[src/rtl/ram_rd_streamer.sv]
// ram_rd_streamer
//   Read initiator for a 1R1W synchronous RAM that has a backpressured response
//   register. It takes a (base address, length) command and issues one read
//   request per element, stepping the address and wrapping it to 0 after els_p-1.
//   The read data goes out as a val/rdy stream with a last flag.
//   Sustained throughput is one beat per cycle.
//
// Ports
//   clk, rst       clock; asynchronous active-high reset (the RAM shares it)
//   cmd_*          command input; cmd_len == 0 is legal and produces no beats
//   rd_req_*       read request channel to the RAM
//   rd_resp_*      read response channel from the RAM (passed straight through)
//   data_*         output stream; data_last marks the final beat of a command
//   done           one-cycle pulse after a command has been fully delivered
module ram_rd_streamer #(
  parameter int width_p  = 32,  // must equal the RAM width
  parameter int els_p    = 16,  // RAM depth; addresses wrap modulo els_p
  parameter int addr_w_p = (els_p > 1) ? $clog2(els_p) : 1,
  parameter int len_w_p  = 16
) (
  input  logic                clk,
  input  logic                rst,

  input  logic                cmd_val,
  input  logic [addr_w_p-1:0] cmd_addr,
  input  logic [len_w_p-1:0]  cmd_len,
  output logic                cmd_rdy,

  output logic                rd_req_val,
  output logic [addr_w_p-1:0] rd_req_addr,
  input  logic                rd_req_rdy,

  input  logic                rd_resp_val,
  input  logic [width_p-1:0]  rd_resp_data,
  output logic                rd_resp_rdy,

  output logic                data_val,
  output logic [width_p-1:0]  data_data,
  output logic                data_last,
  input  logic                data_rdy,

  output logic                done
);

  typedef enum logic {
    IDLE = 1'b0,
    RUN  = 1'b1
  } state_e;

  localparam logic [addr_w_p-1:0] last_addr_lp = addr_w_p'(els_p - 1);
  localparam logic [addr_w_p:0]   els_lim_lp   = (addr_w_p + 1)'(els_p);
  localparam logic [len_w_p-1:0]  one_lp       = len_w_p'(1);

  state_e                state_q,    state_d;
  logic [len_w_p-1:0]    req_cnt_q,  req_cnt_d;
  logic [len_w_p-1:0]    resp_cnt_q, resp_cnt_d;
  logic [addr_w_p-1:0]   req_addr_q, req_addr_d;
  logic [len_w_p-1:0]    len_q,      len_d;
  logic                  done_q,     done_d;

  logic cmd_fire;
  logic req_fire;
  logic beat_fire;

  // Outputs. The response path is pure wiring. While data_rdy is low, the RAM's
  // response register holds the beat. That register also lowers rd_req_rdy, so
  // request issue stalls on its own and no skid buffer is needed here.
  assign cmd_rdy      = (state_q == IDLE);
  assign rd_req_val   = (state_q == RUN) && (req_cnt_q != len_q);
  assign rd_req_addr  = req_addr_q;
  assign data_val     = rd_resp_val;
  assign data_data    = rd_resp_data;
  assign rd_resp_rdy  = data_rdy;
  assign data_last    = data_val && (resp_cnt_q == len_q - one_lp);
  assign done         = done_q;

  assign cmd_fire  = cmd_val && cmd_rdy;
  assign req_fire  = rd_req_val && rd_req_rdy;
  assign beat_fire = data_val && data_rdy;

  // NOTE: every signal driven here is assigned a default first. This means no path
  // leaves a signal unassigned, which would otherwise infer a latch.
  always_comb begin
    state_d    = state_q;
    req_cnt_d  = req_cnt_q;
    resp_cnt_d = resp_cnt_q;
    req_addr_d = req_addr_q;
    len_d      = len_q;
    done_d     = 1'b0;

    unique case (state_q)
      IDLE: begin
        if (cmd_fire) begin
          req_addr_d = cmd_addr;
          len_d      = cmd_len;
          req_cnt_d  = '0;
          resp_cnt_d = '0;
          if (cmd_len != '0) begin
            state_d = RUN;
          end else begin
            // Empty command: nothing to fetch, so report completion at once.
            done_d = 1'b1;
          end
        end
      end

      RUN: begin
        if (req_fire) begin
          req_cnt_d  = req_cnt_q + one_lp;
          req_addr_d = (req_addr_q == last_addr_lp) ? '0 : req_addr_q + addr_w_p'(1);
        end
        if (beat_fire) begin
          resp_cnt_d = resp_cnt_q + one_lp;
          // All requests have already been issued when the last beat leaves.
          // So returning to IDLE cannot strand an outstanding response.
          if (data_last) begin
            state_d = IDLE;
            done_d  = 1'b1;
          end
        end
      end

      default: state_d = IDLE;
    endcase
  end

  // NOTE: sequential state uses non-blocking assignments only. This makes every
  // register sample its next-state value from the same clock edge.
  always_ff @(posedge clk or posedge rst) begin
    if (rst) begin
      state_q    <= IDLE;
      req_cnt_q  <= '0;
      resp_cnt_q <= '0;
      req_addr_q <= '0;
      len_q      <= '0;
      done_q     <= 1'b0;
    end else begin
      state_q    <= state_d;
      req_cnt_q  <= req_cnt_d;
      resp_cnt_q <= resp_cnt_d;
      req_addr_q <= req_addr_d;
      len_q      <= len_d;
      done_q     <= done_d;
    end
  end

`ifndef SYNTHESIS
  // A response arriving while idle would mean the RAM and this block disagree
  // about what is in flight.
  a_no_resp_in_idle: assert property (@(posedge clk) disable iff (rst)
    (state_q == IDLE) |-> !rd_resp_val);

  a_req_ge_resp: assert property (@(posedge clk) disable iff (rst)
    req_cnt_q >= resp_cnt_q);

  a_cmd_addr_in_range: assert property (@(posedge clk) disable iff (rst)
    cmd_fire |-> ({1'b0, cmd_addr} < els_lim_lp));
`endif

endmodule

[config.mk]
export PLATFORM = sky130hd
export DESIGN_NAME = ram_rd_streamer
export DESIGN_NICKNAME = d
export VERILOG_FILES = /design/src/rtl/ram_rd_streamer.sv
export SDC_FILE = /design/constraint.sdc
export NUM_CORES = 1
export LEC_CHECK = 0
export CAP_MARGIN = 0
export CORE_MARGIN = 2
export CORE_UTILIZATION = 48
export CTS_CLUSTER_DIAMETER = 40
export DETAILED_ROUTE_END_ITERATION = 8
export HOLD_SLACK_MARGIN = 0.03
export PLACE_DENSITY = 0.8
export SETUP_SLACK_MARGIN = 0.2
export SYNTH_ARGS = -nofsm -noshare
export SYNTH_HDL_FRONTEND = slang
export SYNTH_SLANG_ARGS = --single-unit
[constraint.sdc]
create_clock -name clk -period 6.9 [get_ports clk]
set_clock_uncertainty 0.05 [all_clocks]
set_input_delay 1.035 -clock clk [delete_from_list [all_inputs] [get_ports clk]]
set_output_delay 1.035 -clock clk [all_outputs]
set_load 0.01 [all_outputs]
; After elaboration in Yosys (flattened, before gate mapping)
; Cells that the tools add are included.
[word_totals]
elab_cells = 45
inputBits = 58
out_inout_bits = 42
ff_bits = 54
[op_classes]
bitwise_logic = 1
n_reduce_logical = 9
mux = 19
n_addsub = 4
eq_ne = 6
[op_table]
columns = operator, n
row1 = 16-bit case mux with 2 select lines, 2
row2 = 16-bit two-way mux, 3
row3 = "16-bit by 1-bit adder with 16-bit output, second input constant", 2
row4 = 16-bit == test, 1
row5 = 16-bit != test, 1
row6 = 16-bit nonzero test, 1
row7 = "16-bit by 1-bit subtractor with 16-bit output, second input constant", 1
row8 = 4-bit two-way mux, 3
row9 = 1-bit two-way mux, 8
row10 = 4-bit case mux with 2 select lines, 1
row11 = "2-bit by 1-bit != test with 1-bit output, second input constant", 3
row12 = 2-bit AND reduction, 3
row13 = 1-bit logical AND, 5
row14 = "4-bit by 1-bit adder with 4-bit output, second input constant", 1
row15 = "4-bit == test, second input constant", 1
row16 = 1-bit case mux with 2 select lines, 2
row17 = 1-bit NOT, 1

; Depth between registers and ports, before layout
[logic_depth]
ltp_word = 6
depth_mapped = 9
mapped_depth_nobuf = 8

; Worst setup path before layout
; Ideal clock, no wire load.
[synth_timing]
kind = reg-to-output
startpoint = register len_q[0]
endpoint = output data_last
t_required_ns = 5.815
stages_incl_launch_ff = 10
arrival_ns = 2.365
slack_ns = 3.450
n_path_buf = 1
cell_sequence = dfrtp_1 inv_1 ha_1 buf_2 or4b_4 o21ai_2 o211ai_1 nand4b_1 or4_4 nor2_1
[synth_between]
elab_chain_len = 3
[synth_lines]
columns = item, line
row1 = "start, declared", 58  ; logic [len_w_p-1:0] len_q, len_d;
row2 = "start signal, assigned", 142  ; len_q <= len_d;
row3 = 16-bit by 1-bit subtractor with 16-bit output, 74  ; assign data_last = data_val && (resp_cnt_q == len_q - one_lp);
row4 = 16-bit == test, 74
row5 = 1-bit logical AND, 74
row6 = "end, declared", 39  ; output logic data_last,
; No other way between the ends.

; Worst setup path in the final report
; Same ends and word-level chain as after synthesis.

==> impl_metrics.yaml <==
clock_network:
  h-tree-depth: 2
  cts_root_buffer: "clkbuf_8"
  cts_setup_buffers: 0
  clk_path_buf_depth: 2
  cts_buffers: 5
  clkLatencyLatePin_ns: 0.31
  cts_hold_buf: 0
  cts_sinks: 54
  cts_tree: "yes"
  cts.clk_slew.worst_paths_ns: 0.10
  post_cts_resized: 0
power:
  swShare_pct: 32.38
  p_per_area_mw_per_mm2: 207.1
  p_leak_nw: 1.623
  combPwrFrac_pct: 23.0
  p_int_mw: 0.5181
  power.total_mw: 0.7662
  switchingPower_mw: 0.2481
  pwr-share-clk_pct: 22.4
  power.share.sequential_pct: 54.6
  ir_worst_vdd_mv: 0.1464
critical_path:
  cp.arrival_ns: 3.34
  critPathRequiredTime_ns: 5.81
  start_kind: "flop"
  cp-end-kind: "primary output"
  crit_fanout: 7
  crit_type: "reg2out"
timing:
  setup_viol: 0
  finalCriticalPeriod_ns: 4.423
  timing.final.max_slew_violations: 0
  postLayoutSetupSlackWorst_ns: 2.477
  timing.final.crit_share_pct: 64.10
  hold_viol: 0
  tightest_slew_ns: 0.6919
  fin_tns_setup_ns: 0
  rsz0062_at_grt: "no"
  slew_headroom_pct: 53.87
  max_freq_mhz: 226.1
floorplanning:
  dieArea_mm2: 0.007913
  initial_utilization_pct: 50.16
  pin_count: 100
  dieHeight_um: 88.96
  die_w_um: 88.96
  std_cell_rows: 30
  coreArea_mm2: 0.006907
synthesis:
  synthArstFlopShare_pct: 100.0
  ys_seq_area_share_pct: 39.00
  synth_edf_count: 0
  synth_warnings: 0
  netlist.area_leader.share_pct: 39.00
  synth_largest_area_cell: "dfrtp_1"
  synth_area_mm2: 0.003465
  ys_ff_latch: 54
  syn_inst: 397
  ys_top_cells_by_area: "dfrtp_1 (39%), nand2_1 (7.6%), buf_4 (7.4%), xor2_1 (6.8%), nand3_1 (3.9%)"
  syn_nets: 459
  ys.flop_type: "dfrtp_1"
  yosys.cell_types.count: 53
  avgSynthCellArea_um2: 8.727
cells_and_area:
  fin_cells: 486
  diodes: 0
  fin_nets: 452
  syn_to_final_growth_pct: 6.789
  drive_gt1_share_pct: 4.103
  nFillCells: 645
place:
  globalplace.congestion: 0.9294
  placed_cells: 479
  port-buffer-count: 35
  hpwl_mm: 5.683
  place_ws_ns: 2.702
min_path:
  hp-class: "reg2reg"
routing:
  drt-wirelength-per-cell_um: 15.83
  postRouteAntennaNets: 0
  drt_pre_antenna_iters: 5
  drc: 0
  routed_wirelength_mm: 7.691
  drt_iter0_drc: 120
  vias: 2782
  viasPerCell: 5.724
global_routing:
  grt_max_degree: 55
  grt_overflow_total: 0
  grt_pass1_wl_mm: 12.67
  grt_use_total_pct: 20.80
  grt_pass1_vias: 2633
  antenna_found_initial: 0
run:
  maxCapViolations: 0
status:
  status: "complete, no violations"
-- critical path, cell delays in order (launching register included) --
cell and delay [ns]:
dfrtp_1 0.46, inv_1 0.10, ha_1 0.30, or4b_4 0.54
o21ai_2 0.13, o211ai_1 0.09, nand4b_1 0.18, or4_4 0.57
nor2_1 0.11, clkdlybuf4s50_1 0.54
-- kinds of logic after synthesis --
kind of cell	share of synthesized area (%)
compound gates	10.98
xor+xnor	10.62
fa+ha+maj	1.445
buf+inv	10.91
flops	39.00
mux	3.178
simple gates	23.87
-- metal layers --
layer	vias up	part of all wire, %	global-route usage [%]
met5	-	0	0
met4	0	1.4	6.784
met3	14	7.7	4.709
met2	90	47	34.33
met1	1336	44	27.28
li1	1342	-	-
-- sequential cells by signal, summed over array words and instances, names as in the netlist --
register	cells
done	1
len_q	16
rd_req_addr	4
req_cnt_q	16
resp_cnt_q	16
state_q	1
-- power groups by stage --
stage | clock (mW) | sequential, mW | combinational [mW]
finish | 0.172 | 0.418 | 0.176
global route | 0.190 | 0.426 | 0.199
CTS | 0.176 | 0.417 | 0.178
detailed placement | 0 | 0.423 | 0.177
global placement | 0 | 0.422 | 0.172
floorplan | 0 | 0.401 | 0.142
-- placed cells by master, fill, tap and decap left out, drive strengths merged, types with 3 or more instances in the layout --
cell type      count
nand2             70
buf                3
nand4             10
nand3             27
nor2              15
o21ai             19
xnor2             15
nor3               9
inv               11
mux2i             11
and2               3
clkdlybuf4s50     35
and3               5
or3                4
nor4              13
xor2              27
ha                 4
o211ai             7
clkbuf             7
dfrtp             54
a31oi              5
o31ai              6
-- worst paths after layout --
check	from	endpoint	slack, ns	depth (start not counted)
worst max register to register	len_q[0]$_DFFE_PP0P_	state_q$_DFF_PP0_	4.06	8
min in group asynchronous	rst	state_q$_DFF_PP0_	1.16	3
worst max-delay path	len_q[0]$_DFFE_PP0P_	data_last	2.48	9
worst min register to register	resp_cnt_q[15]$_DFFE_PP0P_	resp_cnt_q[15]$_DFFE_PP0P_	0.46	1
max in group asynchronous	rst	rd_req_addr[0]$_DFFE_PP0P_	5.15	3
worst min-delay path	resp_cnt_q[15]$_DFFE_PP0P_	resp_cnt_q[15]$_DFFE_PP0P_	0.46	1
-- cells in the mapped netlist, types with 2 or more instances --
| master | instances |
|---|---|
| nand2_1 | 70 |
| dfrtp_1 | 54 |
| buf_4 | 34 |
| nand3_1 | 27 |
| xor2_1 | 27 |
| o21ai_0 | 18 |
| nor2_1 | 15 |
| xnor2_1 | 15 |
| nor4_1 | 12 |
| inv_1 | 11 |
| mux2i_1 | 11 |
| clkbuf_1 | 10 |
| nand4_1 | 10 |
| nor3_1 | 9 |
| o211ai_1 | 7 |
| o31ai_1 | 6 |
| a31oi_1 | 5 |
| and3_1 | 5 |
| buf_2 | 5 |
| ha_1 | 4 |
| or3_1 | 4 |
| and2_1 | 3 |
| a21oi_1 | 2 |
| buf_1 | 2 |
| nor3b_1 | 2 |
| o31a_1 | 2 |
-- cell type report --
type,count,area [um2],share of cell area (%)
Clock buffer,7,76.32,2.063
Inverter,11,41.29,1.116
Multi-Input combinational cell,280,1738,46.97
Sequential cell,54,1351,36.52
Tap cell,96,120.1,3.247
Timing Repair Buffer,38,372.9,10.08
-- stage by stage --
stage          util [%]  cell area (um2)  hold WS, ns
6_report          53.57             3700       0.4576
5_1_grt           53.57             3700       0.4777
4_1_cts           53.57             3700       0.4627
3_5_place_dp      52.46             3623       0.4495
3_3_place_gp      52.46             3623       0.4435
2_1_floorplan         -             3465       0.4195
Note: power is estimated with default switching activity, not from simulation.
